### src/rtl/cw305_reg_operand_bank.sv
// Host/core operand register bank with start/busy/done control, cycle counter and sticky error flags.
// Optional REG_WRITE_LOCK_EN: host writes to input operands are dropped while BUSY and set lock_viol.
module cw305_reg_operand_bank #(
  parameter int pADDR_WIDTH    = 21,
  parameter int pBYTECNT_SIZE  = 8,
  parameter int pOPERAND_WIDTH = 256,
  parameter int pWORD_WIDTH    = 32,
  parameter int pNUM_IN        = 3,
  parameter int pNUM_OUT       = 2,
  parameter int pIN_BASE       = 'h10,
  parameter int pOUT_BASE      = 'h20,
  parameter logic [7:0] pIDENTIFY = 8'h2f,
  localparam int NWORDS    = pOPERAND_WIDTH / pWORD_WIDTH,
  localparam int IN_SEL_W  = (pNUM_IN > 1) ? $clog2(pNUM_IN) : 1,
  localparam int OUT_SEL_W = (pNUM_OUT > 1) ? $clog2(pNUM_OUT) : 1,
  localparam int WIDX_W    = (NWORDS > 1) ? $clog2(NWORDS) : 1
) (
  input  logic                                 usb_clk,
  input  logic                                 reset_n,
  input  logic [pADDR_WIDTH-pBYTECNT_SIZE-1:0] reg_address,
  input  logic [pBYTECNT_SIZE-1:0]             reg_bytecnt,
  output logic [7:0]                           read_data,
  input  logic [7:0]                           write_data,
  input  logic                                 reg_read,
  input  logic                                 reg_write,
  input  logic                                 reg_addrvalid,
  input  logic                                 exttrigger_in,
  input  logic [IN_SEL_W-1:0]                  in_sel,
  input  logic [WIDX_W-1:0]                    in_addr,
  output logic [pWORD_WIDTH-1:0]               in_word,
  input  logic [OUT_SEL_W-1:0]                 out_sel,
  input  logic [WIDX_W-1:0]                    out_addr,
  input  logic [pWORD_WIDTH-1:0]               out_word,
  input  logic                                 out_wren,
  input  logic                                 I_busy,
  input  logic                                 I_done,
  output logic                                 O_start
);

  // state | meaning
  // IDLE  | no operation requested since reset or last clear
  // BUSY  | core running, cycle counter advancing
  // DONE  | core reported done, result operands valid
  localparam int NBYTES       = pOPERAND_WIDTH / 8;
  localparam int BIDX_W       = (NBYTES > 1) ? $clog2(NBYTES) : 1;
  localparam int REG_CTRL     = 0;
  localparam int REG_CYCLES   = 1;
  localparam int REG_IDENTIFY = 2;

  typedef logic [NBYTES-1:0][7:0]             op_bytes_t;
  typedef logic [NWORDS-1:0][pWORD_WIDTH-1:0] op_words_t;
  typedef enum logic [1:0] {IDLE, BUSY, DONE} state_t;

  op_bytes_t         in_op  [pNUM_IN];
  op_words_t         out_op [pNUM_OUT];
  state_t            state_q, state_d;
  logic              start_d, drop_set;
  logic [31:0]       cycles;
  logic [3:0][7:0]   cyc_bytes;
  logic [2:0]        ext_q;
  logic              done_q;
  logic              start_dropped, lock_viol;
  int                addr_i, bc_i;
  logic [BIDX_W-1:0] bidx;
  logic              host_wr, ctrl_wr, go, clr, trig_edge, done_rise, start_req;
  logic              byte_ok, in_wr_en, op_hit;
  logic [7:0]        status, rd_mux;
  op_bytes_t         op_rd;
  op_words_t         in_pick;

  always_comb begin
    addr_i = 32'(reg_address);
    bc_i   = 32'(reg_bytecnt);
  end

  assign bidx      = BIDX_W'(reg_bytecnt);
  assign byte_ok   = bc_i < NBYTES;
  assign host_wr   = reg_write & reg_addrvalid;
  assign ctrl_wr   = host_wr & (addr_i == REG_CTRL);
  assign go        = ctrl_wr & write_data[0];
  assign clr       = ctrl_wr & write_data[1];
  assign trig_edge = ext_q[1] & ~ext_q[2];
  assign done_rise = I_done & ~done_q;
  assign start_req = go | trig_edge;
  assign cyc_bytes = cycles;
  assign status    = {3'b000, lock_viol, start_dropped, I_busy, state_q == DONE, state_q == BUSY};

`ifdef REG_WRITE_LOCK_EN
  logic in_hit;

  always_comb begin
    in_hit = 1'b0;
    for (int i = 0; i < pNUM_IN; i++)
      if (addr_i == pIN_BASE + i) in_hit = 1'b1;
  end

  assign in_wr_en = host_wr & byte_ok & (state_q != BUSY);

  always_ff @(posedge usb_clk or negedge reset_n) begin
    if (!reset_n)                                  lock_viol <= 1'b0;
    else if (host_wr && in_hit && state_q == BUSY) lock_viol <= 1'b1;
    else if (clr)                                  lock_viol <= 1'b0;
  end
`else
  assign in_wr_en  = host_wr & byte_ok;
  assign lock_viol = 1'b0;
`endif

  always_ff @(posedge usb_clk or negedge reset_n) begin
    if (!reset_n) begin
      for (int i = 0; i < pNUM_IN; i++) in_op[i] <= '0;
    end else begin
      for (int i = 0; i < pNUM_IN; i++)
        if (in_wr_en && addr_i == pIN_BASE + i) in_op[i][bidx] <= write_data;
    end
  end

  always_ff @(posedge usb_clk or negedge reset_n) begin
    if (!reset_n) begin
      for (int j = 0; j < pNUM_OUT; j++) out_op[j] <= '0;
    end else begin
      for (int j = 0; j < pNUM_OUT; j++)
        if (out_wren && 32'(out_sel) == j) out_op[j][out_addr] <= out_word;
    end
  end

  // Register reads sample operands before this edge's core write, so the host sees the old word.
  always_comb begin
    rd_mux = 8'h00;
    op_rd  = '0;
    op_hit = 1'b0;
    for (int i = 0; i < pNUM_IN; i++)
      if (addr_i == pIN_BASE + i) begin
        op_hit = 1'b1;
        op_rd  = in_op[i];
      end
    for (int j = 0; j < pNUM_OUT; j++)
      if (addr_i == pOUT_BASE + j) begin
        op_hit = 1'b1;
        op_rd  = out_op[j];
      end
    if (addr_i == REG_CTRL)          rd_mux = status;
    else if (addr_i == REG_CYCLES)   rd_mux = (bc_i < 4) ? cyc_bytes[reg_bytecnt[1:0]] : 8'h00;
    else if (addr_i == REG_IDENTIFY) rd_mux = pIDENTIFY;
    else if (op_hit && byte_ok)      rd_mux = op_rd[bidx];
  end

  always_comb begin
    in_pick = '0;
    for (int i = 0; i < pNUM_IN; i++)
      if (32'(in_sel) == i) in_pick = in_op[i];
  end

  always_comb begin
    state_d  = state_q;
    start_d  = 1'b0;
    drop_set = 1'b0;
    case (state_q)
      IDLE: if (start_req) begin
        state_d = BUSY;
        start_d = 1'b1;
      end
      BUSY: begin
        if (done_rise) state_d = DONE;
        drop_set = start_req;
      end
      DONE: if (start_req) begin
        state_d = BUSY;
        start_d = 1'b1;
      end else if (clr) begin
        state_d = IDLE;
      end
      default: state_d = IDLE;
    endcase
  end

  always_ff @(posedge usb_clk or negedge reset_n) begin
    if (!reset_n) begin
      state_q       <= IDLE;
      O_start       <= 1'b0;
      cycles        <= '0;
      start_dropped <= 1'b0;
      ext_q         <= '0;
      done_q        <= 1'b0;
      read_data     <= 8'h00;
      in_word       <= '0;
    end else begin
      state_q <= state_d;
      O_start <= start_d;
      ext_q   <= {ext_q[1:0], exttrigger_in};
      done_q  <= I_done;
      read_data <= (reg_read && reg_addrvalid) ? rd_mux : 8'h00;
      in_word   <= in_pick[in_addr];
      if (start_d)                                  cycles <= '0;
      else if (state_q == BUSY && cycles != '1)     cycles <= cycles + 32'd1;
      if (drop_set) start_dropped <= 1'b1;
      else if (clr) start_dropped <= 1'b0;
    end
  end

endmodule

### config.mk
export PLATFORM = sky130hd
export DESIGN_NAME = cw305_reg_operand_bank
export DESIGN_NICKNAME = d
export VERILOG_FILES = /design/src/rtl/cw305_reg_operand_bank.sv
export SDC_FILE = /design/constraint.sdc
export NUM_CORES = 2
export LEC_CHECK = 0
export CORE_UTILIZATION = 30
export CTS_BUF_LIST = sky130_fd_sc_hd__clkbuf_4 sky130_fd_sc_hd__clkbuf_8 sky130_fd_sc_hd__clkbuf_16
export DETAILED_ROUTE_END_ITERATION = 8
export PLACE_DENSITY = 0.46
export SLEW_MARGIN = 20
export SYNTH_ARGS = -nofsm -noshare
export SYNTH_HDL_FRONTEND = slang
export SYNTH_SLANG_ARGS = --single-unit
### constraint.sdc
create_clock -name usb_clk -period 2.9 [get_ports usb_clk]
set_input_delay 0.58 -clock usb_clk [delete_from_list [all_inputs] [get_ports usb_clk]]
set_output_delay 0.58 -clock usb_clk [all_outputs]
set_load 0.02 [all_outputs]
==> Word level (Yosys, flattened, before mapping) <==
Cells that the tools add are included.
{ "op_classes": {"order_cmp": 8, "eq_ne": 15, "n_reduce_logical": 17, "add_sub_neg": 1, "bitwise_logic": 11, "muxes": 46} }
{ "op_table": {"columns": ["op", "count"], "rows": [
  ["2-to-1 mux 256 bit", 8],
  ["bitwise mux 256 bit", 5],
  ["2-to-1 mux 32 bit", 4],
  ["binary-select mux 32 bit (select 3 bit)", 1],
  ["demux 32 bit (select 3 bit)", 1],
  ["2-to-1 mux 8 bit", 9],
  ["binary-select mux 8 bit (select 5 bit)", 1],
  ["demux 8 bit (select 5 bit)", 1],
  ["equality test 13 x 6 -> 1 bit, second input constant", 3],
  ["adder 32 x 1 -> 32 bit, second input constant", 1],
  ["logical NOT 32 bit", 1],
  ["inequality test 32 bit, second input constant", 1],
  ["equality test 13 x 7 -> 1 bit, second input constant", 2],
  ["binary-select mux 8 bit (select 2 bit)", 1],
  ["equality test 13 x 2 -> 1 bit, second input constant", 1],
  ["equality test 13 x 3 -> 1 bit, second input constant", 1],
  ["logical AND 1 bit", 10],
  ["2-to-1 mux 1 bit", 10],
  ["less-than comparator 3 x 4 -> 1 bit, second input constant", 2],
  ["less-than comparator 8 x 3 -> 1 bit, second input constant", 1],
  ["less-than comparator 8 x 6 -> 1 bit, second input constant", 1],
  ["2-to-1 mux 2 bit", 4],
  ["bitwise AND 1 bit", 7],
  ["less-than comparator 5 x 6 -> 1 bit, second input constant", 1],
  ["other kinds (14)", 21]
]} }
{ "word_totals": {"out_inout_bits": 41, "regBits": 1360, "input_bits": 79, "wordCells": 218} }

==> Longest topological paths before layout <==
{ "logic_depth": {"depth_word": 13, "depth_mapped": 14, "ltp_nobuf": 10} }

==> Least setup slack after synthesis <==
Ideal clock, no wire load.
{ "synth_path": {"path_kind": "input-to-reg", "start": "input port reg_address[2]", "end": "register read_data[3]", "path_slack_ns": -0.391, "path_stages": 11, "path_buffers": 2, "t_arrival_ns": 3.199, "setup_time_ns": 0.092, "cell_sequence": "buf_4 or4b_4 buf_6 nor4_4 a22o_1 a211oi_1 or4_1 a31o_1 a21oi_2 o211ai_1 o31ai_2"} }
{ "synth_between": {"elab_chain_cells": 13, "elab_cells_between_ends": 26, "classes_between": "7 x eq/ne; 17 x mux; 2 x reduce/logical"} }
{ "synth_lines": {"columns": ["element", "line_no", "rtl"], "rows": [
  ["start: declaration", "20", "input logic [pADDR_WIDTH-pBYTECNT_SIZE-1:0] reg_address,"],
  ["equality test 13 x 6 -> 1 bit", "133", "if (addr_i == pIN_BASE + i) begin"],
  ["2-to-1 mux 256 bit (3 in series)", "133", null],
  ["2-to-1 mux 256 bit (2 in series)", "138", "if (addr_i == pOUT_BASE + j) begin"],
  ["binary-select mux 8 bit (select 5 bit)", "145", "else if (op_hit && byte_ok) rd_mux = op_rd[bidx];"],
  ["2-to-1 mux 8 bit (implied by the code)", "145", null],
  ["2-to-1 mux 8 bit", "145", null],
  ["2-to-1 mux 8 bit", "144", "else if (addr_i == REG_IDENTIFY) rd_mux = pIDENTIFY;"],
  ["2-to-1 mux 8 bit", "143", "else if (addr_i == REG_CYCLES) rd_mux = (bc_i < 4) ? cyc_bytes[reg_bytecnt[1:0]] : 8'h00;"],
  ["2-to-1 mux 8 bit *", "142", "if (addr_i == REG_CTRL) rd_mux = status;"],
  ["2-to-1 mux 8 bit *", "192", "read_data <= (reg_read && reg_addrvalid) ? rd_mux : 8'h00;"],
  ["end signal: assignment", "192", null],
  ["end: declaration", "22", "output logic [7:0] read_data,"]
]} }
Mark *: on every way between the ends. The rest lies on a longest branch, timed or not. The select of a mux whose other input is x is not followed.
A chain may end at the register's enable or synchronous reset.

==> Worst setup path in the final report <==
{ "layout_path": {"start": "input port reg_address[2]", "end": "register read_data[0]"} }
The elaborated chain is that of the path after synthesis.

==> results.tsv <==
metric	value	unit
num_io_pins	120	
synthMuxAreaShare	0.2962	
hpwl	245.9	mm
grt.total_usage	0.2890	
powerDensity	562.1	nW/µm²
gp_congestion	0.9748	
synthSimpleGateAreaFrac	0.05758	
synth_cell_types	78	
synth_top_cell_by_area	dfrtp_1	
skew	0.02657	ns
wirelength	338.0	mm
fmax	320.6	MHz
synth_compound_area_frac	0.1157	
synth_top_family_by_area	multiplexers	
synthCells	5755	
coreArea	227500	µm²
ant_nets	0	
drtPass1Iterations	6	
grt_pass1_wl	467.6	mm
critPathRequiredTime	3.61	ns
yosys.area.top_type_share	0.4958	
synth_fa_ha_area_frac	0.0001823	
worstSetupPathType	input pin to flop	
cts-root-buf	clkbuf_16	
clk_pin_slew	0.07	ns
p_leak	40.39	nW
hold_path.class	input pin to flop	
cp-end-kind	flop	
hold_violations	0	
fin_crit	3.119	ns
vdd_ir_drop_max	546.6	µV
ys_warn_count	0	
critPathLaunchType	input pin	
outcome	finished, violations left	
setup_viol_count_final	8	
synth_edf_count	0	
drc	0	
grt_max_degree	142	
worst_slew_pin_slew	1.267	ns
clkSinkCount	1360	
postLayoutSetupSlackWorst	-0.2194	ns
slew_headroom	0.1530	
dpl.cell_count	9436	
rows	175	
h-tree-depth	4	
synth_nets	5835	
syn2layout_area_growth	29.70	%
clock_latency	0.82	ns
post-route-util	0.3914	
fin_crit_sh	1.076	
avgViaCountPerCell	5.731	
crit_fanout	4	
ys_async_sr_fraction	1.000	
layout.nets	6725	
antenna_found_initial	27	
clockBufferDepth	3	
synth_area	68650	µm²
synth_flop_cell	dfrtp_1	
failed_checks	setup timing	
initial_core_util	0.3018	
cp.arrival	3.83	ns
die_h	480.4	µm
vias	56200	
rsz0062_at_grt	yes	
syn_avg_cell_area	11.93	µm²
fp.dieW	480.4	µm
grt_pass1_vias	55270	
routedWlPerCell	34.46	µm
maxSlewViolCount	0	
drive_gt1_frac	0.4488	
drtIter0Drc	5918	
dieArea	230700	µm²
cts_tree	built	
synth.area.top_cells	dfrtp_1, mux2_2, mux2i_1, mux4_2, a21oi_1	
synth-seq-cells	1360	
ys_seq_area_frac	0.4958	
maxCapViolCount	0	
port_buffers	119	
fin_cells	9807	
synth.cells.most_frequent	dfrtp_1, mux2_2, a21oi_1	
grt.overflow.total	0	
synth_xor_area_frac	0.003572	
synthMostInstantiatedCell	dfrtp_1	
cts-buffers-inserted	165	
==> per-stage QoR <==
stage / instance area, µm² / hold slack, ns / setup WS, ns / power [mW] / TNS (ns)
6_report: 89040 / 0.1990 / -0.2194 / 50.04 / -0.9271
5_1_grt: 89010 / 0.1663 / -0.1907 / 51.71 / -0.8238
4_1_cts: 88140 / 0.1466 / -0.07264 / 50.26 / -0.1281
3_5_place_dp: 81770 / 0.3372 / -1.955 / 28.49 / -622.63
3_3_place_gp: 81760 / 0.3373 / -2.004 / 28.32 / -595.29
2_1_floorplan: 68700 / 0.2844 / -0.3700 / 25.03 / -2.463
==> cell usage in the layout, fill, tap and decap left out, drive strengths merged, types with 7 or more instances in the layout <==
cell type      count
a22o              25
nand2            218
bufinv            12
o221ai            41
xor2              11
o211ai            12
nand2b            24
dfrtp           1360
clkdlybuf4s50     89
mux2            1337
a2111oi            8
nor4              26
nor2b             16
and3              11
clkbuf           233
o21ai            129
or3               13
buf             1128
inv               35
a222oi             7
a211oi           154
o31ai             12
clkinvlp          10
nand4             28
nand3             53
xnor2             17
a221oi           104
a31oi             26
nor2             401
nor3              47
diode             15
mux2i            293
a22oi            100
mux4             104
o22ai             67
and2              11
clkinv            48
a221o             24
a21oi            462
==> routing by layer <==
| metal | vias up | GRT usage | wire (µm) |
|---|---|---|---|
| met2 | 2380 | 0.4329 | 146300 |
| met5 | - | 0 | 45 |
| met3 | 567 | 0.05430 | 25580 |
| met1 | 29930 | 0.3992 | 146100 |
| met4 | 8 | 0.1402 | 19970 |
| li1 | 23320 | - | - |
==> critical path: stages <==
cell and delay (ns):
buf_6 0.09, or4b_4 0.55, buf_6 0.14, nor4_4 0.47
buf_6 0.26, buf_12 0.15, buf_12 0.12, a221oi_4 0.07
a211oi_2 0.23, a21oi_2 0.10, o21ai_2 0.23, nand4_1 0.15
buf_6 0.16, and3_4 0.17, o41ai_2 0.34
==> cells by family (layout without fill, tap and decap cells) <==
logic type                 Yosys count  in the layout
AOI/OAI and AO/OA                 1218           1218
xor gates and xnor gates            28             28
adders and majority gates            1              1
buffers and inverters              533           1561
DFF                               1360           1360
muxes                             1734           1734
other                                0             15
and+or+nand+nor                    881            881
==> final cells by class <==
| type | instances | area (µm²) |
|---|---|---|
| sequential | 1360 | 34030 |
| timing repair buffer | 1227 | 11970 |
| antenna | 15 | 37.54 |
| clock inverter | 76 | 795.8 |
| tap | 3009 | 3765 |
| clock buffer | 229 | 4831 |
| inverter | 29 | 108.9 |
| fill | 22060 | 138500 |
| multi-input combinational | 3862 | 33500 |
==> power by group <==
group,internal [mW],switching (mW),total (mW)
Sequential,20.7,0.963,21.7
Combinational,3.05,3.63,6.68
Clock,12.8,8.93,21.7
Total,36.5,13.5,50.0
==> path summary, 6_finish.rpt <==
check | to | cells after the start | startpoint | slack (ns)
hold reg to reg | ext_q[1]$_DFF_PN0_ | 0 | ext_q[0]$_DFF_PN0_ | 0.35
min in group asynchronous | in_op[115]$_DFFE_PN0P_ | 2 | reset_n | 0.27
setup / recovery | read_data[0]$_DFF_PN0_ | 15 | reg_address[2] | -0.22
hold / removal | ext_q[0]$_DFF_PN0_ | 1 | exttrigger_in | 0.20
setup reg to reg | read_data[5]$_DFF_PN0_ | 8 | in_op[757]$_DFFE_PN0P_ | 0.20
max in group asynchronous | in_op[444]$_DFFE_PN0P_ | 3 | reset_n | 1.31
==> flip-flops by register name (all words and copies together), names as in the netlist <==
name / count
O_start: 1
cyc_bytes: 32
done_q: 1
ext_q: 3
in_op: 768
in_word: 32
out_op: 512
read_data: 8
start_dropped: 1
state_q: 2
==> timing repair <==
| action | in CTS | in global routing |
|---|---|---|
| hold buffers | 1 | 0 |
| setup endpoints to repair | 342 | 8 |
| hold endpoints to repair | 227 | 0 |
| pin swaps | 34 | 87 |
| resized for setup | 114 | 114 |
| gates cloned | 4 | 3 |
| buffers inserted | 20 | 29 |
Power figures use the tool's default switching activity.
